`src/rtl/gol_pkg.sv`:
```
// Shared grid constants, engine-operation encoding and scheduler state type
// for the Game-of-Life scheduler slice.
package gol_pkg;

    localparam int MAX_X = 64;
    localparam int MAX_Y = 48;

    typedef enum logic [1:0] {
        OP_NONE  = 2'd0,
        OP_GEN   = 2'd1,
        OP_STAMP = 2'd2,
        OP_CLEAR = 2'd3
    } eng_op_e;

    typedef enum logic [2:0] {
        ST_IDLE,
        ST_ISSUE,
        ST_RUN,
        ST_WAIT_VB,
        ST_SWAP
    } sched_state_e;

    // Saturate a cursor coordinate to the last valid cell index.
    function automatic logic [7:0] clamp_coord(input logic [7:0] v, input int lim);
        return (int'(v) > lim - 1) ? 8'(lim - 1) : v;
    endfunction

endpackage

```
`src/rtl/gol_req_latch.sv`:
```
// One-deep request latch: optional rising-edge detect on a level input,
// a pending flag consumed by the scheduler, and a sticky overrun flag.
module gol_req_latch #(
    parameter bit LEVEL = 1'b1
) (
    input  logic i_clk,
    input  logic i_rst,
    input  logic i_req,
    input  logic i_qual,
    input  logic i_aux_set,
    input  logic i_take,
    input  logic i_flush,
    output logic o_pend,
    output logic o_hit,
    output logic o_overrun
);
    logic r_req_d;
    logic r_pend;
    logic r_overrun;
    logic w_hit;

    assign w_hit = (LEVEL ? (i_req & ~r_req_d) : i_req) & i_qual;

    // NOTE: non-blocking assignments here so every flop samples pre-edge values.
    always_ff @(posedge i_clk) begin
        if (i_rst) begin
            r_req_d   <= 1'b1;  // a level held through reset must first drop before it counts
            r_pend    <= 1'b0;
            r_overrun <= 1'b0;
        end else begin
            r_req_d <= i_req;
            if (w_hit && r_pend && !i_take) r_overrun <= 1'b1;
            if (i_take || i_flush) r_pend <= 1'b0;
            if (w_hit || i_aux_set) r_pend <= 1'b1;
        end
    end

    assign o_pend    = r_pend;
    assign o_hit     = w_hit;
    assign o_overrun = r_overrun;

endmodule

```
`src/rtl/gol_scheduler.sv`:
```
// Serialises generation/stamp/clear requests into one grid-engine op at a time
// and swaps the displayed buffer in vblank. Define GOL_SCHED_STEP_EN to enable single-step while frozen.
module gol_scheduler
    import gol_pkg::*;
#(
    parameter int ENG_TIMEOUT = 8192
) (
    input  logic        i_clk,
    input  logic        i_rst,
    input  logic        i_gen_tick,
    input  logic        i_freeze,
    input  logic        i_step_req,
    input  logic        i_draw_req,
    input  logic        i_clear_req,
    input  logic [7:0]  i_cursor_x,
    input  logic [7:0]  i_cursor_y,
    input  logic [3:0]  i_pattern_idx,
    input  logic        i_vblank,
    input  logic        i_eng_done,
    output logic        o_eng_start,
    output logic [1:0]  o_eng_op,
    output logic [7:0]  o_op_x,
    output logic [7:0]  o_op_y,
    output logic [3:0]  o_op_pattern,
    output logic        o_front_sel,
    output logic        o_busy,
    output logic [15:0] o_gen_count,
    output logic        o_overrun,
    output logic        o_eng_timeout
);
    localparam int CNT_W = $clog2(ENG_TIMEOUT + 1);

    sched_state_e     r_state;
    eng_op_e          r_eng_op;
    logic             r_eng_start, r_front_sel, r_busy, r_eng_timeout, r_freeze_d;
    logic [7:0]       r_op_x, r_op_y, r_stamp_x, r_stamp_y;
    logic [3:0]       r_op_pattern, r_stamp_pat;
    logic [15:0]      r_gen_count;
    logic [CNT_W-1:0] r_cnt;

    logic w_gen_pend, w_stamp_pend, w_clear_pend, w_stamp_hit, w_gen_ovr;
    logic w_take_gen, w_take_stamp, w_take_clear, w_freeze_rise, w_step_set;
    logic w_unused_gen_hit, w_unused_clear_hit, w_unused_stamp_ovr, w_unused_clear_ovr;

    assign w_freeze_rise = i_freeze & ~r_freeze_d;
    assign w_take_clear  = (r_state == ST_IDLE) & w_clear_pend;
    assign w_take_stamp  = (r_state == ST_IDLE) & w_stamp_pend & ~w_clear_pend;
    assign w_take_gen    = (r_state == ST_IDLE) & w_gen_pend & ~w_clear_pend & ~w_stamp_pend;

`ifdef GOL_SCHED_STEP_EN
    logic r_step_d;
    always_ff @(posedge i_clk) begin
        if (i_rst) r_step_d <= 1'b1;
        else       r_step_d <= i_step_req;
    end
    assign w_step_set = i_step_req & ~r_step_d & i_freeze;
`else
    logic w_unused_step;
    assign w_unused_step = i_step_req;
    assign w_step_set    = 1'b0;
`endif

    gol_req_latch #(.LEVEL(1'b0)) u_gen_latch (
        .i_clk(i_clk), .i_rst(i_rst), .i_req(i_gen_tick), .i_qual(~i_freeze),
        .i_aux_set(w_step_set), .i_take(w_take_gen), .i_flush(w_freeze_rise),
        .o_pend(w_gen_pend), .o_hit(w_unused_gen_hit), .o_overrun(w_gen_ovr)
    );

    gol_req_latch #(.LEVEL(1'b1)) u_stamp_latch (
        .i_clk(i_clk), .i_rst(i_rst), .i_req(i_draw_req), .i_qual(1'b1),
        .i_aux_set(1'b0), .i_take(w_take_stamp), .i_flush(1'b0),
        .o_pend(w_stamp_pend), .o_hit(w_stamp_hit), .o_overrun(w_unused_stamp_ovr)
    );

    gol_req_latch #(.LEVEL(1'b1)) u_clear_latch (
        .i_clk(i_clk), .i_rst(i_rst), .i_req(i_clear_req), .i_qual(1'b1),
        .i_aux_set(1'b0), .i_take(w_take_clear), .i_flush(1'b0),
        .o_pend(w_clear_pend), .o_hit(w_unused_clear_hit), .o_overrun(w_unused_clear_ovr)
    );

    always_ff @(posedge i_clk) begin
        if (i_rst) begin
            r_state       <= ST_IDLE;
            r_eng_op      <= OP_NONE;
            r_eng_start   <= 1'b0;
            r_front_sel   <= 1'b0;
            r_busy        <= 1'b0;
            r_eng_timeout <= 1'b0;
            r_freeze_d    <= 1'b1;
            r_op_x        <= '0;
            r_op_y        <= '0;
            r_op_pattern  <= '0;
            r_stamp_x     <= '0;
            r_stamp_y     <= '0;
            r_stamp_pat   <= '0;
            r_gen_count   <= '0;
            r_cnt         <= '0;
        end else begin
            r_freeze_d <= i_freeze;
            // A later draw edge simply overwrites an unserved stamp.
            if (w_stamp_hit) begin
                r_stamp_x   <= clamp_coord(i_cursor_x, MAX_X);
                r_stamp_y   <= clamp_coord(i_cursor_y, MAX_Y);
                r_stamp_pat <= i_pattern_idx;
            end
            case (r_state)
                ST_IDLE: begin
                    r_cnt <= '0;
                    if (w_take_clear || w_take_stamp || w_take_gen) begin
                        r_state      <= ST_ISSUE;
                        r_busy       <= 1'b1;
                        r_eng_start  <= 1'b1;
                        r_op_x       <= '0;
                        r_op_y       <= '0;
                        r_op_pattern <= '0;
                        if (w_take_clear) begin
                            r_eng_op <= OP_CLEAR;
                        end else if (w_take_stamp) begin
                            r_eng_op     <= OP_STAMP;
                            r_op_x       <= r_stamp_x;
                            r_op_y       <= r_stamp_y;
                            r_op_pattern <= r_stamp_pat;
                        end else begin
                            r_eng_op <= OP_GEN;
                        end
                    end
                end
                ST_ISSUE: begin
                    r_eng_start <= 1'b0;
                    r_cnt       <= r_cnt + 1'b1;
                    r_state     <= ST_RUN;
                end
                ST_RUN: begin
                    if (i_eng_done) begin
                        r_state <= ST_WAIT_VB;
                    end else if (r_cnt == CNT_W'(ENG_TIMEOUT)) begin
                        r_eng_timeout <= 1'b1;
                        r_eng_op      <= OP_NONE;
                        r_busy        <= 1'b0;
                        r_state       <= ST_IDLE;
                    end else begin
                        r_cnt <= r_cnt + 1'b1;
                    end
                end
                ST_WAIT_VB: begin
                    if (i_vblank) r_state <= ST_SWAP;
                end
                ST_SWAP: begin
                    r_front_sel <= ~r_front_sel;
                    if (r_eng_op == OP_GEN) r_gen_count <= r_gen_count + 16'd1;
                    r_eng_op <= OP_NONE;
                    r_busy   <= 1'b0;
                    r_state  <= ST_IDLE;
                end
                default: begin
                    r_busy  <= 1'b0;
                    r_state <= ST_IDLE;
                end
            endcase
        end
    end

    assign o_eng_start   = r_eng_start;
    assign o_eng_op      = r_eng_op;
    assign o_op_x        = r_op_x;
    assign o_op_y        = r_op_y;
    assign o_op_pattern  = r_op_pattern;
    assign o_front_sel   = r_front_sel;
    assign o_busy        = r_busy;
    assign o_gen_count   = r_gen_count;
    assign o_overrun     = w_gen_ovr;
    assign o_eng_timeout = r_eng_timeout;

endmodule

```
`config.mk`:
```
export PLATFORM = sky130hd
export DESIGN_NAME = gol_scheduler
export DESIGN_NICKNAME = d
export VERILOG_FILES = /design/src/rtl/gol_pkg.sv /design/src/rtl/gol_req_latch.sv /design/src/rtl/gol_scheduler.sv
export SDC_FILE = /design/constraint.sdc
export NUM_CORES = 1
export LEC_CHECK = 0
export CORE_MARGIN = 2
export CORE_UTILIZATION = 51
export DETAILED_ROUTE_END_ITERATION = 12
export PLACE_DENSITY = 0.8
export SYNTH_ARGS = -nofsm -noshare
export SYNTH_HDL_FRONTEND = slang
export SYNTH_SLANG_ARGS = --single-unit
export TNS_END_PERCENT = 50
```
`constraint.sdc`:
```
create_clock -name i_clk -period 2.5 [get_ports i_clk]
set_input_delay 0.5 -clock i_clk [delete_from_list [all_inputs] [get_ports i_clk]]
set_output_delay 0.5 -clock i_clk [all_outputs]
set_load 0.005 [all_outputs]
```
; Yosys cells after proc, flatten, opt, wreduce, memory -nomap -nowiden
; Index checks and enable logic that the tools add are counted.
[totals]
regBits = 86
in_bits = 29
[op_classes]
n_eq_ne = 12
reduce_logical = 22
add_sub_neg = 2
n_bitwise = 19
mux = 33
magnitude_cmp = 2
[op_table]
columns = cell, count
row1 = 2-to-1 mux 8 bit, 6
row2 = one-hot mux 14 bit (3 select lines), 1
row3 = 2-to-1 mux 14 bit, 2
row4 = adder 16 x 1 -> 16 bit (second input constant), 1
row5 = > comparator 8 x 6 -> 1 bit (second input constant), 2
row6 = adder 14 x 1 -> 14 bit (second input constant), 1
row7 = equality test 14 bit (second input constant), 1
row8 = 2-to-1 mux 3 bit, 4
row9 = one-hot mux 3 bit (4 select lines), 1
row10 = bitwise AND 1 bit, 10
row11 = 2-to-1 mux 2 bit, 5
row12 = 2-to-1 mux 1 bit, 9
row13 = inverter 1 bit, 9
row14 = AND reduction 3 bit, 3
row15 = 2-to-1 mux 4 bit, 2
row16 = inequality test 2 bit (second input constant), 4
row17 = AND reduction 4 bit, 2
row18 = nonzero test 2 bit, 4
row19 = equality test 3 x 2 -> 1 bit (second input constant), 2
row20 = one-hot mux 2 bit (3 select lines), 1
row21 = AND reduction 2 bit, 3
row22 = nonzero test 3 bit, 2
row23 = equality test 3 x 1 -> 1 bit (second input constant), 1
row24 = equality test 3 bit (second input constant), 1
row25 = 10 further kinds, 13

; Longest topological paths before layout
; Gate-level depths: netlist of run 1.
[logic_depth]
word_depth = 7
ltp_mapped = 6
mapped_depth_nobuf = 6

; Hierarchy
; From an unflattened synthesis of run 1, not the netlist that was laid out.
[unflattened]
cells_unflattened = 423
hier_area_um2 = 3681.0
[by_module_without_submodules]
columns = module, area_each_um2, instances, cells_each
row1 = gol_scheduler, 3368.2, 1, 390
row2 = gol_req_latch (u_clear_latch ...), 115.1, 2, 12
row3 = gol_req_latch (u_gen_latch), 82.6, 1, 9

; Least setup slack after synthesis of run 1
; Ideal clock, no wire load.
[synth_path]
kind = register -> register
startpoint = register r_state[2]
endpoint = register r_gen_count[15], in the netlist o_gen_count[15]
setup_ns = 0.070
setup_slack_ns = 0.586
required_time_ns = 2.430
period_less_slack_ns = 1.914
arrival_time_ns = 1.844
stages_incl_launch_ff = 6
cell_sequence = dfxtp_1 > or3b_1 > buf_2 > or3_4 > or4_1 > a21oi_1
[synth_via]
elab_chain_len = 2
[synth_lines]
columns = item, line_no
row1 = "start, declared", gol_scheduler.sv:33  ; sched_state_e r_state;
row2 = "start signal, assigned", gol_scheduler.sv:83  ; r_state <= ST_IDLE;
row3 = "start signal, assigned", gol_scheduler.sv:110  ; r_state <= ST_ISSUE;
row4 = "start signal, assigned", gol_scheduler.sv:131  ; r_state <= ST_RUN;
row5 = equality test 3 bit, gol_scheduler.sv:106  ; case (r_state)
row6 = AND reduction 2 bit (no source line), -
row7 = "end signal, assigned", gol_scheduler.sv:150  ; if (r_eng_op == OP_GEN) r_gen_count <= r_gen_count + 16'd1;
row8 = "end, declared", gol_scheduler.sv:38  ; logic [15:0] r_gen_count;
; Every way passes these cells.
; A chain may end at the register's enable or synchronous reset.

; Worst setup path in the final report of run 1
[layout_path]
startpoint = input port i_eng_done
endpoint = register r_cnt[11]
[layout_via]
elab_chain_len = 2
[layout_lines]
columns = item, line_no
row1 = "start, declared", gol_scheduler.sv:19  ; input logic i_eng_done,
row2 = inequality test 2 bit (no source line), -
row3 = AND reduction 3 bit (no source line), -
row4 = "end signal, assigned", gol_scheduler.sv:130  ; r_cnt <= r_cnt + 1'b1;
row5 = "end signal, assigned", gol_scheduler.sv:142  ; r_cnt <= r_cnt + 1'b1;
row6 = "end, declared", gol_scheduler.sv:39  ; logic [CNT_W-1:0] r_cnt;
; Every way passes these cells.

==> flow_metrics.tcl, run 1 <==
set metrics [dict create \
    status "finished clean" \
    ir_worst_vdd_v 0.000361 \
    viasPerCell 5.62 \
    wirelength_um 7890 \
    route.vias.total 3120 \
    drc 0 \
    cp_num_buf_inv 1 \
    synth_edf_count 0 \
    p_leak_nw 1.56 \
    rsz0062_at_grt "no" \
    r2r_end "o_gen_count[15]$_SDFFE_PP0P_" \
    hold_violations 0 \
    grt_max_degree 53 \
    fin_ws_ns 0.501 \
    cts_tree "yes" \
    fmax_ghz 0.500 \
    maxCapViolCount 0 \
    synth_cells 400 \
    hold_buffers 0 \
    grt.total_usage 0.215 \
    register_area_um2 1720 \
    max_stage_delay_ns 0.52 \
    grt_remaining_overflow 0 \
    syn-num-nets 432 \
    setup-tns-final_ns 0 \
    r2r-start "r_state[1]$_SDFFE_PP0P_" \
    hold_start "o_eng_timeout$_SDFFE_PP0P_" \
    diodes 0 \
    clk_latency_ns 0.35 \
    grt_use_met2 0.356 \
    required_ns 2.79 \
    fill_cells 555 \
    yosysSeqAreaShare 0.495 \
    die_w_um 86.5 \
    skew_ns 0.0125 \
    yosys_warnings 0 \
    crit_slowest_cell "or4_1" \
    cts-root-buf "clkbuf_8" \
    postRouteAntennaNets 0 \
    setup-violations-final 0 \
    max-slew-margin-rel 0.559 \
    hold_class "reg2reg" \
    ys.flop_type "dfxtp_1" \
    yosysUniqueCellTypes 44 \
    grtUsageMet3 0.0724 \
    dp_hpwl_um 5430 \
    worstPathArrival_ns 2.29 \
    cts_setup_buffers 0 \
    path_cells "clkdlybuf4s50_1, o21a_1, or3_1, or4_1, a21oi_1" \
    post-place-ws_ns 0.161 \
    grt_pass1_vias 2925 \
    worst_setup_path_end_kind "flop" \
    final_core_util 0.669 \
    clk_path_buf_depth 2 \
    die_area_um2 7490 \
    nets 502 \
    gp_congestion 0.802 \
    path_max_fanout 6 \
    cts_resized 0 \
    whs_path_depth 2 \
    grt.busiest_layer "met2" \
    io_pins 72 \
    path_class "in2reg" \
    grt_pass1_wl_um 13000 \
    wire_per_inst_um 14.2 \
    powerDensity_nw_per_um2 619 \
    synth.avg_cell_area_um2 8.69 \
    core_um2 6680 \
    period_share 0.800 \
    clock-sinks 86 \
    drive_gt1_frac 0.0674 \
    synth-seq-cells 86 \
    core.rowCount 30 \
    htree_levels 3 \
    firstDrtPassIters 4 \
    drv_slew 0 \
    final_cell_mix "dfxtp_1, clkdlybuf4s50_1, nor2_1" \
    syn_to_final_growth_pct 28.6 \
    reg2regPathDepth 4 \
    worst_slew_pin_slew_ns 0.660 \
    port_buffers 70 \
    path_clk_slew_ns 0.09 \
    start_util 0.520 \
    startpoint_type "primary input" \
    hold_end "o_eng_timeout$_SDFFE_PP0P_" \
    cts_buffers 9 \
    syn_area_um2 3470 \
    path_delay_family "simple AND/OR/NAND/NOR gates" \
    gr-usage-met1 0.258 \
    drt-initial-drc-count 166 \
    grt_antenna_before_repair 0 \
    period_needed_ns 2.00 \
    final_common_cell "dfxtp_1" \
    synth-async-reset-ratio 0 \
    die_y_um 86.5 \
    multi_input_area_um2 1620 \
    reg2reg_slack_ns 0.54 \
]
## cell usage after synthesis (8+ instances only)
cell	count	area share
nor3_1	12	0.017
a22oi_1	20	0.043
or3_1	9	0.016
inv_1	13	0.014
nand2_1	24	0.026
nor2_1	61	0.066
nand3_1	18	0.026
nand4_1	9	0.016
xnor2_1	11	0.028
dfxtp_1	86	0.50
nor4_1	8	0.014
a21oi_1	22	0.032
clkbuf_1	19	0.021
## cell families (layout without fill, tap and decap cells)
group / Yosys count / after routing / synth area share
compound gates: 80 / 80 / 0.151
xor+xnor: 17 / 17 / 0.0429
fa+ha+maj: 3 / 3 / 0.0108
buf+inv: 35 / 110 / 0.0382
flops: 86 / 86 / 0.495
mux: 1 / 1 / 0.00288
simple gates: 178 / 178 / 0.259
## through the flow
step,hold WS (ns),cell area (um^2),power [mW],instances
2_1_floorplan,0.421,3470,1.67,400
3_3_place_gp,0.435,4270,1.81,539
3_5_place_dp,0.441,4270,1.82,539
4_1_cts,0.452,4470,2.78,555
5_1_grt,0.482,4470,2.89,555
6_report,0.449,4470,2.76,555
## final cells by class
cell class,count,area share
Sequential cell,86,0.385
Multi-Input combinational cell,279,0.363
Timing Repair Buffer,81,0.174
Clock buffer,9,0.0277
Tap cell,80,0.0224
Clock inverter,7,0.0165
Inverter,13,0.0109
## how the worst max path moves through the flow
stage / from / endpoint / slack (ns) / depth (start not counted)
global route: i_eng_done / r_cnt[10]$_SDFFE_PP0P_ / 0.38 / 6
CTS: i_eng_done / r_cnt[11]$_SDFFE_PP0P_ / 0.51 / 5
detailed placement: i_eng_done / r_cnt[11]$_SDFFE_PP0P_ / 0.16 / 5
global placement: i_eng_done / r_cnt[11]$_SDFFE_PP0P_ / 0.21 / 5
finish: i_eng_done / r_cnt[11]$_SDFFE_PP0P_ / 0.50 / 5
floorplan: r_state[2]$_SDFFE_PP0P_ / o_gen_count[15]$_SDFFE_PP0P_ / 0.59 / 5
## power breakdown
group / internal (mW) / leakage, nW / total [mW] / switching, mW
Clock: 0.465 / 0.0996 / 0.970 / 0.505
Sequential: 1.41 / 0.697 / 1.44 / 0.0311
Combinational: 0.155 / 0.768 / 0.350 / 0.195
Total: 2.03 / 1.56 / 2.76 / 0.731
## routing by layer
metal / vias to the layer above / wire (um)
li1: 1567 / -
met1: 1460 / 3470
met2: 83 / 3830
met3: 10 / 483
met4: 0 / 111
met5: - / 0
## worst register-to-register path: cells and delay by family (launching register included)
family / cells / cell delay, ns
flip-flops: 1 / 0.32
AND/OR/NAND/NOR: 3 / 1.43
AO/OA/AOI/OAI: 1 / 0.14
## sequential cells by signal, summed over array words and instances, names as in the netlist, 2 cells and up
| name | flops |
|---|---|
| o_gen_count | 16 |
| r_cnt | 14 |
| o_op_x | 8 |
| o_op_y | 8 |
| r_stamp_x | 8 |
| r_stamp_y | 8 |
| o_op_pattern | 4 |
| r_stamp_pat | 4 |
| r_state | 3 |
| o_eng_op | 2 |
(Power assumes the default switching activity.)
==> run 2: changes to the inputs <==
--- a/config.mk
+++ b/config.mk
@@ -6,9 +6,9 @@
 export NUM_CORES = 1
 export LEC_CHECK = 0
 export CORE_MARGIN = 2
-export CORE_UTILIZATION = 51
+export CORE_UTILIZATION = 46
 export DETAILED_ROUTE_END_ITERATION = 12
-export PLACE_DENSITY = 0.8
+export PLACE_DENSITY = 0.76
 export SYNTH_ARGS = -nofsm -noshare
 export SYNTH_HDL_FRONTEND = slang
 export SYNTH_SLANG_ARGS = --single-unit
==> constraint.sdc (replaced) <==
create_clock -name i_clk -period 1.7 [get_ports i_clk]
set_input_delay 0.34 -clock i_clk [delete_from_list [all_inputs] [get_ports i_clk]]
set_output_delay 0.34 -clock i_clk [all_outputs]
set_load 0.005 [all_outputs]
==> run 2 against run 1 <==
Net effect: the run now ends with negative setup slack left; cell count is 9.4% higher; largest power group unchanged; core utilization is 0.16 points lower; critical path depth is 1 lower; clock-buffer cell count is 1 higher; flip-flop and latch count stayed put; first-iteration DRC count is 1.8% higher.
==> flow_metrics.tcl, run 2 (synthesized netlist as in run 1, its figures left out) <==
set metrics [dict create \
    grt_pass1_wl_um 14200 \
    path_cells "or3b_4, or3_4, or4_4, a21oi_2" \
    htree_levels 3 \
    route.vias.total 3223 \
    crit_start "r_state[0]$_SDFFE_PP0P_" \
    powerDensity_nw_per_um2 874 \
    violations "negative setup slack" \
    drive_gt1_frac 0.167 \
    grt_pass1_vias 3115 \
    path_clk_slew_ns 0.10 \
    cts_tree "yes" \
    clock-sinks 86 \
    drc 0 \
    cts_buffers 9 \
    worstPathArrival_ns 2.08 \
    grt.total_usage 0.208 \
    max-slew-margin-rel 0.736 \
    drt-initial-drc-count 169 \
    p_leak_nw 1.84 \
    gp_congestion 0.788 \
    path_max_fanout 5 \
    worst_slew_pin_slew_ns 0.386 \
    nets 535 \
    critPathCapture "o_gen_count[15]$_SDFFE_PP0P_" \
    core.rowCount 31 \
    grt_max_degree 33 \
    p_total_mw 4.25 \
    period_share 1.05 \
    ir_worst_vdd_v 0.000460 \
    fin_ws_ns -0.0827 \
    final_cell_mix "dfxtp_1, clkdlybuf4s50_1, nor2_1" \
    largest_reg_flops 16 \
    reg2reg_slack_ns -0.08 \
    io_pins 72 \
    cts-root-buf "clkbuf_8" \
    post-place-ws_ns -0.313 \
    hold_violations 0 \
    wire_per_inst_um 13.8 \
    viasPerCell 5.31 \
    firstDrtPassIters 4 \
    grt_antenna_before_repair 0 \
    syn_to_final_growth_pct 40.0 \
    crit_slowest_cell "or4_4" \
    r2r-start "r_state[0]$_SDFFE_PP0P_" \
    max_stage_delay_ns 0.50 \
    start_util 0.476 \
    rsz0062_at_grt "yes" \
    maxCapViolCount 0 \
    port_buffers 70 \
    clk_path_buf_depth 2 \
    register_area_um2 1730 \
    reg2regPathDepth 4 \
    dp_hpwl_um 6020 \
    clk_latency_ns 0.36 \
    fill_cells 615 \
    multi_input_area_um2 1670 \
    fmax_ghz 0.561 \
    status "finished, violations left" \
    die_w_um 90.9 \
    die_y_um 90.9 \
    final_common_cell "dfxtp_1" \
    r2r_end "o_gen_count[15]$_SDFFE_PP0P_" \
    drv_slew 0 \
    diodes 0 \
    setup-violations-final 4 \
    grt_remaining_overflow 0 \
    wirelength_um 8370 \
    hold_class "in2reg" \
    die_area_um2 8260 \
    period_needed_ns 1.78 \
    postRouteAntennaNets 0 \
    path_class "reg2reg" \
    worst_setup_path_end_kind "flop" \
    startpoint_type "flop" \
    core_um2 7290 \
    skew_ns 0.00993 \
    required_ns 2.00 \
]
## run 2: critical path, delay by kind of cell, from the launching register on
kind | cells | cell delay, ns
and+or+nand+nor | 3 | 1.30
AOI/OAI and AO/OA | 1 | 0.12
DFF | 1 | 0.33
## run 2: layout make-up
type	instances	area share
clock inverter	6	0.0154
timing repair buffer	114	0.221
inverter	13	0.0100
tap	99	0.0255
clock buffer	10	0.0283
multi-input combinational	279	0.344
sequential	86	0.356
## run 2: repair_timing
item | 4_1_cts | 5_1_grt
buffers inserted | 0 | 2
hold endpoints to repair | 0 | 0
gates resized for setup | 5 | 18
endpoints found under the setup margin | 12 | 25
pin swaps | 0 | 4
hold buffers | 0 | 0
## run 2: per-layer routing
layer  track usage  vias to the layer above  wire length, um
li1              -                     1629                -
met1         0.269                     1512             3840
met2         0.333                       74             3970
met3        0.0718                        8              504
met4        0.0543                        0               57
met5             0                        -                0
## run 2: report_power, final
group / total (mW) / internal, mW / switching [mW] / leakage, nW
registers: 2.12 / 2.08 / 0.0388 / 0.701
clock network: 1.52 / 0.745 / 0.775 / 0.106
logic: 0.610 / 0.296 / 0.314 / 1.03
## run 2: worst min path at each step
stage                                           from                         endpoint  cells after the start
after floorplan                r_freeze_d$_SDFF_PP1_  u_gen_latch.o_pend$_SDFFE_PP0P_                      2
after global placement    o_eng_timeout$_SDFFE_PP0P_       o_eng_timeout$_SDFFE_PP0P_                      2
after detailed placement  o_eng_timeout$_SDFFE_PP0P_       o_eng_timeout$_SDFFE_PP0P_                      2
after CTS                                      i_rst           o_op_y[3]$_SDFFE_PP0P_                      2
after global routing                           i_rst           o_op_y[0]$_SDFFE_PP0P_                      2
final                                          i_rst           o_op_y[3]$_SDFFE_PP0P_                      2
## run 2: stage by stage
stage,utilization,std cells,instance area [um^2],setup TNS (ns),hold WS [ns]
final,0.667,607,4860,-0.252,0.365
after global routing,0.667,607,4860,-0.532,0.378
after CTS,0.658,605,4790,-0.267,0.357
after detailed placement,0.626,589,4570,-1.76,0.441
after global placement,0.626,589,4570,-1.49,0.432
after floorplan,-,400,3480,-0.217,0.421
